==> src/rtl/mult_pkg.sv <==
// Shared widths and reset value for the 4x4 array multiplier.
package mult_pkg;
  localparam int unsigned OP_W   = 4;
  localparam int unsigned PROD_W = 8;
  localparam logic [PROD_W-1:0] PROD_RST = 8'h00;
endpackage

==> src/rtl/full_adder.sv <==
// One-bit full adder cell used in the reduction array.
module full_adder (
  input  logic a,
  input  logic b,
  input  logic cin,
  output logic sum,
  output logic cout
);
  assign sum  = a ^ b ^ cin;
  assign cout = (a & b) | (cin & (a ^ b));
endmodule

==> src/rtl/multiplier_4x4.sv <==
// Unsigned 4x4 AND/adder array multiplier with a registered 8-bit product.
module multiplier_4x4
  import mult_pkg::*;
(
  input  logic clk,
  input  logic rst_n,
  input  logic a0,
  input  logic a1,
  input  logic a2,
  input  logic a3,
  input  logic b0,
  input  logic b1,
  input  logic b2,
  input  logic b3,
  output logic p0,
  output logic p1,
  output logic p2,
  output logic p3,
  output logic p4,
  output logic p5,
  output logic p6,
  output logic p7
);
  logic [OP_W-1:0] a_vec, b_vec;
  logic [OP_W-1:0][OP_W-1:0] pp;  // pp[i][j] = a_i & b_j
  logic [PROD_W-1:0] prod_d, prod_q;

  // Row sums r*_s[k] and carries r*_c[k], bit k of each row
  logic [OP_W-1:0] r1_s, r1_c, r2_s, r2_c, r3_s, r3_c;

  assign a_vec = {a3, a2, a1, a0};
  assign b_vec = {b3, b2, b1, b0};

  always_comb begin
    pp = '0;
    for (int i = 0; i < OP_W; i++) begin
      for (int j = 0; j < OP_W; j++) begin
        pp[i][j] = a_vec[i] & b_vec[j];
      end
    end
  end

  // Row 1: pp[*][1] plus pp[*][0] shifted down by one
  assign r1_s[0] = pp[0][1] ^ pp[1][0];
  assign r1_c[0] = pp[0][1] & pp[1][0];
  full_adder u_fa_r1_1 (.a(pp[1][1]), .b(pp[2][0]), .cin(r1_c[0]), .sum(r1_s[1]), .cout(r1_c[1]));
  full_adder u_fa_r1_2 (.a(pp[2][1]), .b(pp[3][0]), .cin(r1_c[1]), .sum(r1_s[2]), .cout(r1_c[2]));
  assign r1_s[3] = pp[3][1] ^ r1_c[2];
  assign r1_c[3] = pp[3][1] & r1_c[2];

  // Row 2: running sum is {r1_c[3], r1_s[3:1]}
  assign r2_s[0] = pp[0][2] ^ r1_s[1];
  assign r2_c[0] = pp[0][2] & r1_s[1];
  full_adder u_fa_r2_1 (.a(pp[1][2]), .b(r1_s[2]), .cin(r2_c[0]), .sum(r2_s[1]), .cout(r2_c[1]));
  full_adder u_fa_r2_2 (.a(pp[2][2]), .b(r1_s[3]), .cin(r2_c[1]), .sum(r2_s[2]), .cout(r2_c[2]));
  full_adder u_fa_r2_3 (.a(pp[3][2]), .b(r1_c[3]), .cin(r2_c[2]), .sum(r2_s[3]), .cout(r2_c[3]));

  // Row 3: running sum is {r2_c[3], r2_s[3:1]}
  assign r3_s[0] = pp[0][3] ^ r2_s[1];
  assign r3_c[0] = pp[0][3] & r2_s[1];
  full_adder u_fa_r3_1 (.a(pp[1][3]), .b(r2_s[2]), .cin(r3_c[0]), .sum(r3_s[1]), .cout(r3_c[1]));
  full_adder u_fa_r3_2 (.a(pp[2][3]), .b(r2_s[3]), .cin(r3_c[1]), .sum(r3_s[2]), .cout(r3_c[2]));
  full_adder u_fa_r3_3 (.a(pp[3][3]), .b(r2_c[3]), .cin(r3_c[2]), .sum(r3_s[3]), .cout(r3_c[3]));

  assign prod_d = {r3_c[3], r3_s[3:0], r2_s[0], r1_s[0], pp[0][0]};

  always_ff @(posedge clk or negedge rst_n) begin
    if (!rst_n) begin
      prod_q <= PROD_RST;
    end else begin
      prod_q <= prod_d;
    end
  end

  assign {p7, p6, p5, p4, p3, p2, p1, p0} = prod_q;
endmodule

==> config.mk <==
export PLATFORM = sky130hd
export DESIGN_NAME = multiplier_4x4
export DESIGN_NICKNAME = d
export VERILOG_FILES = /design/src/rtl/mult_pkg.sv /design/src/rtl/full_adder.sv /design/src/rtl/multiplier_4x4.sv
export SDC_FILE = /design/constraint.sdc
export NUM_CORES = 1
export LEC_CHECK = 0
export ABC_AREA = 1
export CAP_MARGIN = 20
export CORE_AREA = 2 2 39 41
export CTS_BUF_LIST = sky130_fd_sc_hd__clkbuf_2
export CTS_CLUSTER_SIZE = 12
export DETAILED_ROUTE_END_ITERATION = 16
export DIE_AREA = 0 0 41 43
export GPL_ROUTABILITY_DRIVEN = 1
export PLACE_DENSITY = 0.7
export SYNTH_ARGS = -nofsm -noshare
export SYNTH_HDL_FRONTEND = slang
export SYNTH_SLANG_ARGS = --single-unit
==> constraint.sdc <==
create_clock -name clk -period 0.8 [get_ports clk]
set_input_delay 0.16 -clock clk [delete_from_list [all_inputs] [get_ports clk]]
set_output_delay 0.16 -clock clk [all_outputs]
set_load 0.01 [all_outputs]
# == Yosys cells after proc, flatten, opt, wreduce, memory -nomap -nowiden ==
# Cells that the tools add are included.
# classes
bitwise_logic,64
# op_table
cell,count
1-bit bitwise AND,36
1-bit bitwise XOR,20
1-bit OR,8
# word_totals
input_bits,10
reg_bits,8
word_cells,65
output_inout_bits,8

# == Longest topological paths before layout ==
# Gate-level depths: netlist (run 1).
# depth
word_depth,16
ltp_mapped,16
ltp_nobuf,16

# == Modules after synthesis ==
# A second synthesis (run 1) with hierarchy kept.
# hier_totals
cells_unflattened,52
hier_area_um2,530.5
# modules_own_cells
mod,area_per_inst_um2,n_inst,seq_area_each_um2,cells_each
multiplier_4x4,370.4,1,200.2,44
full_adder,20.0,8,0.0,1

# == Worst setup path after synthesis (run 1) ==
# No wires, ideal clock.
# synth_path
path_kind,input -> register
startpoint,in a0
endpoint,reg prod_q[6]
path_buffers,0
t_arrival_ps,3204
setup_slack_ps,-2540
cell_stages,14
cell_sequence,nand2_1 > inv_1 > ha_1 > inv_1 > fa_1 > fa_1 > fa_1 > fa_1 > inv_1 > fa_1 > inv_1 > fa_1 > inv_1 > fa_1
# synth_between
elab_chain_cells,15
elab_cells_between_ends,39
cone_classes,bitwise: 39
# synth_lines
element,line,source
from (decl),multiplier_4x4.sv:7,"input logic a0,"
1-bit bitwise AND,multiplier_4x4.sv:38,pp[i][j] = a_vec[i] & b_vec[j];
1-bit bitwise AND,multiplier_4x4.sv:45,assign r1_c[0] = pp[0][1] & pp[1][0];
1-bit bitwise AND,full_adder.sv:10,assign cout = (a & b) | (cin & (a ^ b));
1-bit OR,full_adder.sv:10,
1-bit bitwise AND or 1-bit bitwise XOR (tied branches),"full_adder.sv:10, full_adder.sv:9",
1-bit OR or 1-bit bitwise XOR (tied branches),"full_adder.sv:10, full_adder.sv:9",
1-bit bitwise XOR or 1-bit bitwise AND (tied branches),"multiplier_4x4.sv:48, full_adder.sv:10",
1-bit bitwise XOR or 1-bit OR (tied branches),"full_adder.sv:9, full_adder.sv:10",
1-bit bitwise XOR or 1-bit bitwise AND (tied branches),"full_adder.sv:9, full_adder.sv:10",
1-bit bitwise XOR or 1-bit OR (tied branches),full_adder.sv:10,
1-bit bitwise AND or 1-bit bitwise XOR (tied branches),"full_adder.sv:10, full_adder.sv:9",
1-bit OR or 1-bit bitwise XOR (tied branches),full_adder.sv:10,
1-bit bitwise AND,full_adder.sv:10,
1-bit OR,full_adder.sv:10,
1-bit bitwise XOR (*),full_adder.sv:9,assign sum = a ^ b ^ cin;
via prod_d[6],multiplier_4x4.sv:26,"logic [PROD_W-1:0] prod_d, prod_q;"
to (signal assigned),multiplier_4x4.sv:71,prod_q <= prod_d;
to (decl),multiplier_4x4.sv:26,
# The timed path passes the listed nets; every way through them passes the cells marked *.

# == Worst setup path in the final report (run 1) ==
# layout_path
startpoint,in a1
endpoint,reg prod_q[6]
# layout_between
elab_chain_cells,15
elab_cells_between_ends,42
cone_classes,bitwise: 42
# layout_lines
element,line,source
from (decl),multiplier_4x4.sv:8,"input logic a1,"
1-bit bitwise AND,multiplier_4x4.sv:38,
1-bit bitwise AND or 1-bit bitwise XOR (tied branches),"multiplier_4x4.sv:45, full_adder.sv:9, full_adder.sv:10",
1-bit bitwise AND,full_adder.sv:10,
1-bit OR,full_adder.sv:10,
1-bit bitwise AND or 1-bit bitwise XOR (tied branches),"full_adder.sv:10, full_adder.sv:9",
1-bit OR or 1-bit bitwise XOR (tied branches),"full_adder.sv:10, full_adder.sv:9",
1-bit bitwise XOR or 1-bit bitwise AND (tied branches),"multiplier_4x4.sv:48, full_adder.sv:10",
1-bit bitwise XOR or 1-bit OR (tied branches),"full_adder.sv:9, full_adder.sv:10",
1-bit bitwise XOR or 1-bit bitwise AND (tied branches),"full_adder.sv:9, full_adder.sv:10",
1-bit bitwise XOR or 1-bit OR (tied branches),full_adder.sv:10,
1-bit bitwise AND or 1-bit bitwise XOR (tied branches),"full_adder.sv:10, full_adder.sv:9",
1-bit OR or 1-bit bitwise XOR (tied branches),full_adder.sv:10,
1-bit bitwise AND,full_adder.sv:10,
1-bit OR,full_adder.sv:10,
1-bit bitwise XOR (*),full_adder.sv:9,
via prod_d[6],multiplier_4x4.sv:26,
# Marked as above.

==> results of run 1 <==
timing repair:
action	4_1_cts	5_1_grt
setup endpoints to repair	15	14
buffers inserted	1	0
pin swaps	11	9
endpoints found under the hold margin	0	0
gates resized for setup	64	9
cells in the mapped netlist, drive strengths merged:
library cell	instances	area share
inv	21	0.14
ha	4	0.091
fa	8	0.29
dfrtp	8	0.36
nand2	16	0.11
per-layer routing:
layer / wire length [µm] / vias up / share of wire / global-route usage
li1: - / 214 / - / -
met1: 393 / 223 / 0.32 / 0.184
met2: 719 / 14 / 0.59 / 0.319
met3: 67 / 4 / 0.055 / 0.0157
met4: 29 / 0 / 0.024 / 0.120
met5: 0 / - / 0 / 0
cell type report:
| cell class | count | area (µm²) | share of cell area |
|---|---|---|---|
| Timing Repair Buffer | 26 | 236 | 0.265 |
| Multi-Input combinational cell | 28 | 338 | 0.379 |
| Inverter | 21 | 81.3 | 0.0913 |
| Tap cell | 16 | 20.0 | 0.0225 |
| Sequential cell | 8 | 200 | 0.225 |
| Clock buffer | 3 | 15.0 | 0.0169 |
worst paths after layout:
check	from	endpoint	slack [ns]
max in group asynchronous	rst_n	prod_q[1]	0.38
min	rst_n	prod_q[6]	0.18
min in group clk	a0	prod_q[0]	0.22
max	a1	prod_q[6]	-2.40
worst max-delay path: stages:
cell and delay, ns:
buf_8 0.08, nand2_4 0.05, inv_4 0.05, ha_4 0.12, inv_2 0.03, fa_2 0.33, fa_1 0.48, fa_2 0.36
fa_2 0.55, inv_2 0.04, fa_2 0.32, inv_2 0.06, fa_2 0.19, inv_2 0.04, fa_2 0.51
stage by stage:
stage	total power, mW	TNS [ns]	instance area, µm²	utilization
after floorplan	0.719	-10.59	582	-
final	1.31	-10.86	891	0.644
after global routing	1.41	-11.49	891	0.644
after global placement	0.997	-16.23	832	0.601
after CTS	1.21	-11.27	845	0.610
after detailed placement	1.02	-16.67	832	0.601
power breakdown:
| group | internal, mW | leakage (nW) | switching [mW] |
|---|---|---|---|
| Sequential | 0.484 | 0.0989 | 0.0294 |
| Combinational | 0.304 | 0.385 | 0.261 |
| Clock | 0.102 | 0.0125 | 0.134 |
kinds of logic after synthesis:
group / after synthesis / share of synthesized area
adders and majority gates: 12 / 0.383
and+or+nand+nor: 16 / 0.109
buffers and inverters: 21 / 0.144
DFF: 8 / 0.364
==> results.md, run 1 <==
- Count of cell types in the netlist: 5
- Post-synthesis net count: 79
- Maximum fanout along the worst path: 2
- Post-layout min period: 3.20 ns
- Unrepaired setup endpoints after global routing: true
- CTS root buf: clkbuf_2
- Number of fill cells: 112
- Yosys reg bits: 8
- WL final: 1.21 mm
- I/O pins: 18
- Core Box Area: 0.00138 mm²
- Mean post-synth cell area: 9.64 µm²
- Iteration-0 DRC Markers: 3
- Max Buffers Root-to-Sink: 2
- Violated checks: negative setup slack
- Die ar.: 0.00176 mm²
- Synth-to-Final Area Change: 62.2%
- Die Wd: 41 µm
- Max Fclk: 313 MHz
- Clock transition at path regs: 0.07 ns
- Net count, final: 110
- Rows: 14
- First-pass GRT wire length: 2.03 mm
- Largest net degree at the start of global routing: 9
- WL per Instance: 11.9 µm
- Largest regs: prod_q: 8 flops
- Period utilization: 4.00
- H-tree depth: 1
- Vias: 455
- Setup-failing EPs final: 14
- Most frequent cells in the layout: 14 x nand2_1, 11 x inv_1, 9 x inv_2, 9 x buf_4
- Commonest non-fill, non-tap cell in the layout: nand2_1
- Fin. Hold Viols: 0
- Port bufs: 17
- Final instance count without filler cells: 102
- Gpl congestion: 0.733
- Crit path capture type: flip-flop
- DRC Markers: 0
- Max-Cap Viols: 0
- Worst slew pin tran: 0.328 ns
- Worst hold slack: 0.176 ns
- CTS tree: done
- Syn Inst Count: 57
- Chip Height: 43 µm
- Pwr per Cell Area: 1480 mW/mm²
- Static Leak: 0.496 nW
- Worst Path Class, Setup: in -> reg
- GRT Total Usage: 0.181
- Clock Sinks: 8
- CTS Hold Bufs: 0
- Yosys warns: 0
- DR pass1 iterations: 2
- CP arrival: 3.38 ns
- Hold Crit Class: in -> async
- Mapped Area: 549 µm²
- Post-route antenna net violation count: 0
- Critical Path Source Type: input pin
- Inserted Clock Buffers: 3
- Sequential share of the synthesized area: 0.364
- Placed insts: 98
- Critical Path RT: 0.98 ns
- Aggregate global routing overflow: 0
- Worst vdd ir: 0.587 mV
- Biggest register: prod_q
- Final count of pins violating max slew: 0
- Number of flip-flops in the largest register: 8
- Initial Utilization: 0.397
- Vias in the first global route: 488
- Ant diodes: 0
- Final WS setup: -2.40 ns
- Relative slew slack: 0.781
- Drt via density: 4.46
- Share of layout cells above drive strength 1: 0.523
- Place WS: -3.12 ns
- Initial antenna violation count: 0
- HPWL Detailed: 875 µm
- Status: complete, but fails checks
No activity file was read; power rests on OpenSTA's default activity.
==> inputs of run 2 (changes only) <==
--- a/config.mk
+++ b/config.mk
@@ -13,7 +13,8 @@
 export DETAILED_ROUTE_END_ITERATION = 16
 export DIE_AREA = 0 0 41 43
 export GPL_ROUTABILITY_DRIVEN = 1
-export PLACE_DENSITY = 0.7
+export PLACE_DENSITY = 0.68
 export SYNTH_ARGS = -nofsm -noshare
 export SYNTH_HDL_FRONTEND = slang
+export SYNTH_HIERARCHICAL = 1
 export SYNTH_SLANG_ARGS = --single-unit
==> run 2 against run 1 <==
  * The flow still finishes with violations (negative setup slack)
  * Clock-buffer cell count is the same
  * Area after synthesis shrank 3.4%
  * Critical endpoint unchanged
  * Die area is the same
  * Critical path depth shrank 4
  * Worst hold slack gained 0.013 ns
  * Sequential power shrank 3%
==> results.md, run 2 <==
- Status: complete, but fails checks (unchanged)
- Violated checks: negative setup slack (unchanged)
- Maximum fanout along the worst path: 2 (unchanged)
- Critical Path RT: 0.91 ns (was 0.98 ns)
- Yosys warns: 6 (was 0)
- Static Leak: 0.515 nW (was 0.496 nW)
- Commonest cells post-synth: 16 x inv_1, 16 x nand2_1, 8 x dfrtp_1, 8 x fa_1, 4 x ha_1 (was 21 x inv_1, 16 x nand2_1, 8 x dfrtp_1, 8 x fa_1, 4 x ha_1)
- Initial Utilization: 0.383 (was 0.397)
- CTS tree: done (unchanged)
- Largest net degree at the start of global routing: 9 (unchanged)
- Vias in the first global route: 390 (was 488)
- CP arrival: 3.29 ns (was 3.38 ns)
- Setup-failing EPs final: 14 (unchanged)
- I/O pins: 18 (unchanged)
- Iteration-0 DRC Markers: 2 (was 3)
- Crit path capture type: flip-flop (unchanged)
- Number of fill cells: 122 (was 112)
- Worst vdd ir: 0.416 mV (was 0.587 mV)
- Leading area contributor after synthesis: dfrtp_1 (unchanged)
- First-pass GRT wire length: 1.52 mm (was 2.03 mm)
- Share of layout cells above drive strength 1: 0.463 (was 0.523)
- Yosys reg bits: 8 (unchanged)
- Final count of pins violating max slew: 0 (unchanged)
- Core Box Area: 0.00138 mm² (unchanged)
- Synth top area cells: dfrtp_1 38%, fa_1 30%, inv_1 11% (was dfrtp_1 36%, fa_1 29%, inv_1 14%)
- Most frequent cells in the layout: 13 x nand2_1, 13 x inv_1, 9 x buf_4 (was 14 x nand2_1, 11 x inv_1, 9 x inv_2, 9 x buf_4)
- Fraction of registers with async set/reset: 1.00 (unchanged)
- Sequential share of the synthesized area: 0.377 (was 0.364)
- DR pass1 iterations: 2 (unchanged)
- Gpl congestion: 0.751 (was 0.733)
- Fin. Hold Viols: 0 (unchanged)
- WL final: 991 µm (was 1.21 mm)
- Mean post-synth cell area: 10.2 µm² (was 9.64 µm²)
- Die Wd: 41 µm (unchanged)
- Inserted Clock Buffers: 3 (unchanged)
- Top_reg_cell synth: dfrtp_1 (unchanged)
- Period utilization: 3.98 (was 4.00)
- Max Fclk: 314 MHz (was 313 MHz)
- Vias: 421 (was 455)
- HPWL Detailed: 854 µm (was 875 µm)
- Count of cell types in the netlist: 5 (unchanged)
- Ant diodes: 0 (unchanged)
- Syn Inst Count: 52 (was 57)
- CTS Hold Bufs: 0 (unchanged)
- Final instance count without filler cells: 98 (was 102)
- Die ar.: 0.00176 mm² (unchanged)
- Port bufs: 17 (unchanged)
- Clock transition at path regs: 0.07 ns (about the same)
- TNS Setup: -10.60 ns (was -10.86 ns)
- Clock Sinks: 8 (unchanged)
- Placed inst area: 828 µm² (was 832 µm²)
- Net count, final: 106 (was 110)
- H-tree depth: 1 (unchanged)
- Initial antenna violation count: 0 (unchanged)
- GRT Total Usage: 0.143 (was 0.181)
- Worst slew pin tran: 0.331 ns (was 0.328 ns)
- Pwr per Cell Area: 1390 mW/mm² (was 1480 mW/mm²)
- Critical Path Source Type: input pin (unchanged)
- Worst hold slack: 0.189 ns (was 0.176 ns)
- Drt via density: 4.30 (was 4.46)
- Post-route antenna net violation count: 0 (unchanged)
- Placed insts: 94 (was 98)
- Chip Height: 43 µm (unchanged)
- WL per Instance: 10.1 µm (was 11.9 µm)
- Unrepaired setup endpoints after global routing: true (unchanged)
- Synth-to-Final Area Change: 59.9% (was 62.2%)
- Number of synthesized flops with an enable pin: 0 (unchanged)
- Relative slew slack: 0.778 (was 0.781)
- Hold Crit Class: in -> async (unchanged)
- Aggregate global routing overflow: 0 (unchanged)
- Post-synthesis net count: 74 (was 79)
- Mapped Area: 531 µm² (was 549 µm²)
- Final WS setup: -2.38 ns (was -2.40 ns)
- Top-area cell type share of the netlist area: 0.377 (was 0.364)
- Max-Cap Viols: 0 (unchanged)
- Worst Path Class, Setup: in -> reg (unchanged)
- Number of flip-flops in the largest register: 8 (unchanged)
- Rows: 14 (unchanged)
- Largest regs: prod_q: 8 flops (unchanged)
- Max Buffers Root-to-Sink: 2 (unchanged)
- DRC Markers: 0 (unchanged)
- CTS root buf: clkbuf_2 (unchanged)
- Biggest register: prod_q (unchanged)
- Final Cell Area: 848 µm² (was 891 µm²)
- Post-layout min period: 3.18 ns (was 3.20 ns)
- Place WS: -3.11 ns (was -3.12 ns)
-- run 2: cell count changes after synthesis, sizes merged --
cell / change
inv: -5
-- run 2: stage by stage --
stage                      util  total power [mW]
after floorplan               -             0.711
after global placement    0.599             0.996
after detailed placement  0.599              1.02
after CTS                 0.600              1.21
after global routing      0.613              1.27
final                     0.613              1.18
-- run 2: report_power, final --
group | leakage [nW] | internal (mW) | switching [mW] | total (mW)
Clock | 0.0125 | 0.102 | 0.125 | 0.227
Sequential | 0.0989 | 0.483 | 0.0177 | 0.501
Combinational | 0.404 | 0.238 | 0.216 | 0.454
Total | 0.515 | 0.823 | 0.358 | 1.18
-- run 2: final cells by class --
cell class	instances	area (µm²)	share of cell area
tap	16	20.0	0.0236
multi-input combinational	28	325	0.383
inverter	16	60.1	0.0708
timing repair buffer	27	228	0.268
clock buffer	3	15.0	0.0177
sequential	8	200	0.236
-- run 2: logic make-up (layout without fill, tap and decap cells) --
group,count (synthesis),in the layout,share of synthesized area
DFF,8,8,0.377
adders and majority gates,12,12,0.396
buffers and inverters,16,46,0.113
and+or+nand+nor,16,16,0.113
-- run 2: repair_timing --
item / 4_1_cts / 5_1_grt
endpoints found under the setup margin: 15 / 14
buffers inserted: 1 / 0
gates resized for setup: 59 / 6
pin swaps: 10 / 8
-- run 2: worst max-delay path: stages --
cell and delay, ns:
buf_8 0.10, nand2_4 0.05, inv_2 0.04, ha_4 0.15, fa_2 0.34, fa_1 0.48
fa_2 0.36, fa_2 0.35, fa_1 0.48, fa_2 0.35, fa_1 0.44
-- run 2: path summary, 6_finish.rpt --
path	startpoint	endpoint	slack, ns	depth (start not counted)
worst max-delay path	b0	prod_q[6]	-2.38	11
max in group asynchronous	rst_n	prod_q[7]	0.37	1
worst min-delay path	rst_n	prod_q[4]	0.19	1
min in group clk	b0	prod_q[0]	0.21	4
-- run 2: layer usage --
layer,track usage,part of all wire,vias to the layer above
li1,-,-,205
met1,0.152,0.39,198
met2,0.213,0.50,14
met3,0.0157,0.071,4
met4,0.160,0.040,0
met5,0,0,-
==> inputs of run 3 (changes only) <==
--- a/config.mk
+++ b/config.mk
@@ -13,6 +13,7 @@
 export DETAILED_ROUTE_END_ITERATION = 16
 export DIE_AREA = 0 0 41 43
 export GPL_ROUTABILITY_DRIVEN = 1
+export HOLD_SLACK_MARGIN = 0.05
 export PLACE_DENSITY = 0.68
 export SYNTH_ARGS = -nofsm -noshare
 export SYNTH_HDL_FRONTEND = slang
==> results of run 3 <==
Same layout as run 2: the final DEF is identical, and so are final timing and power.
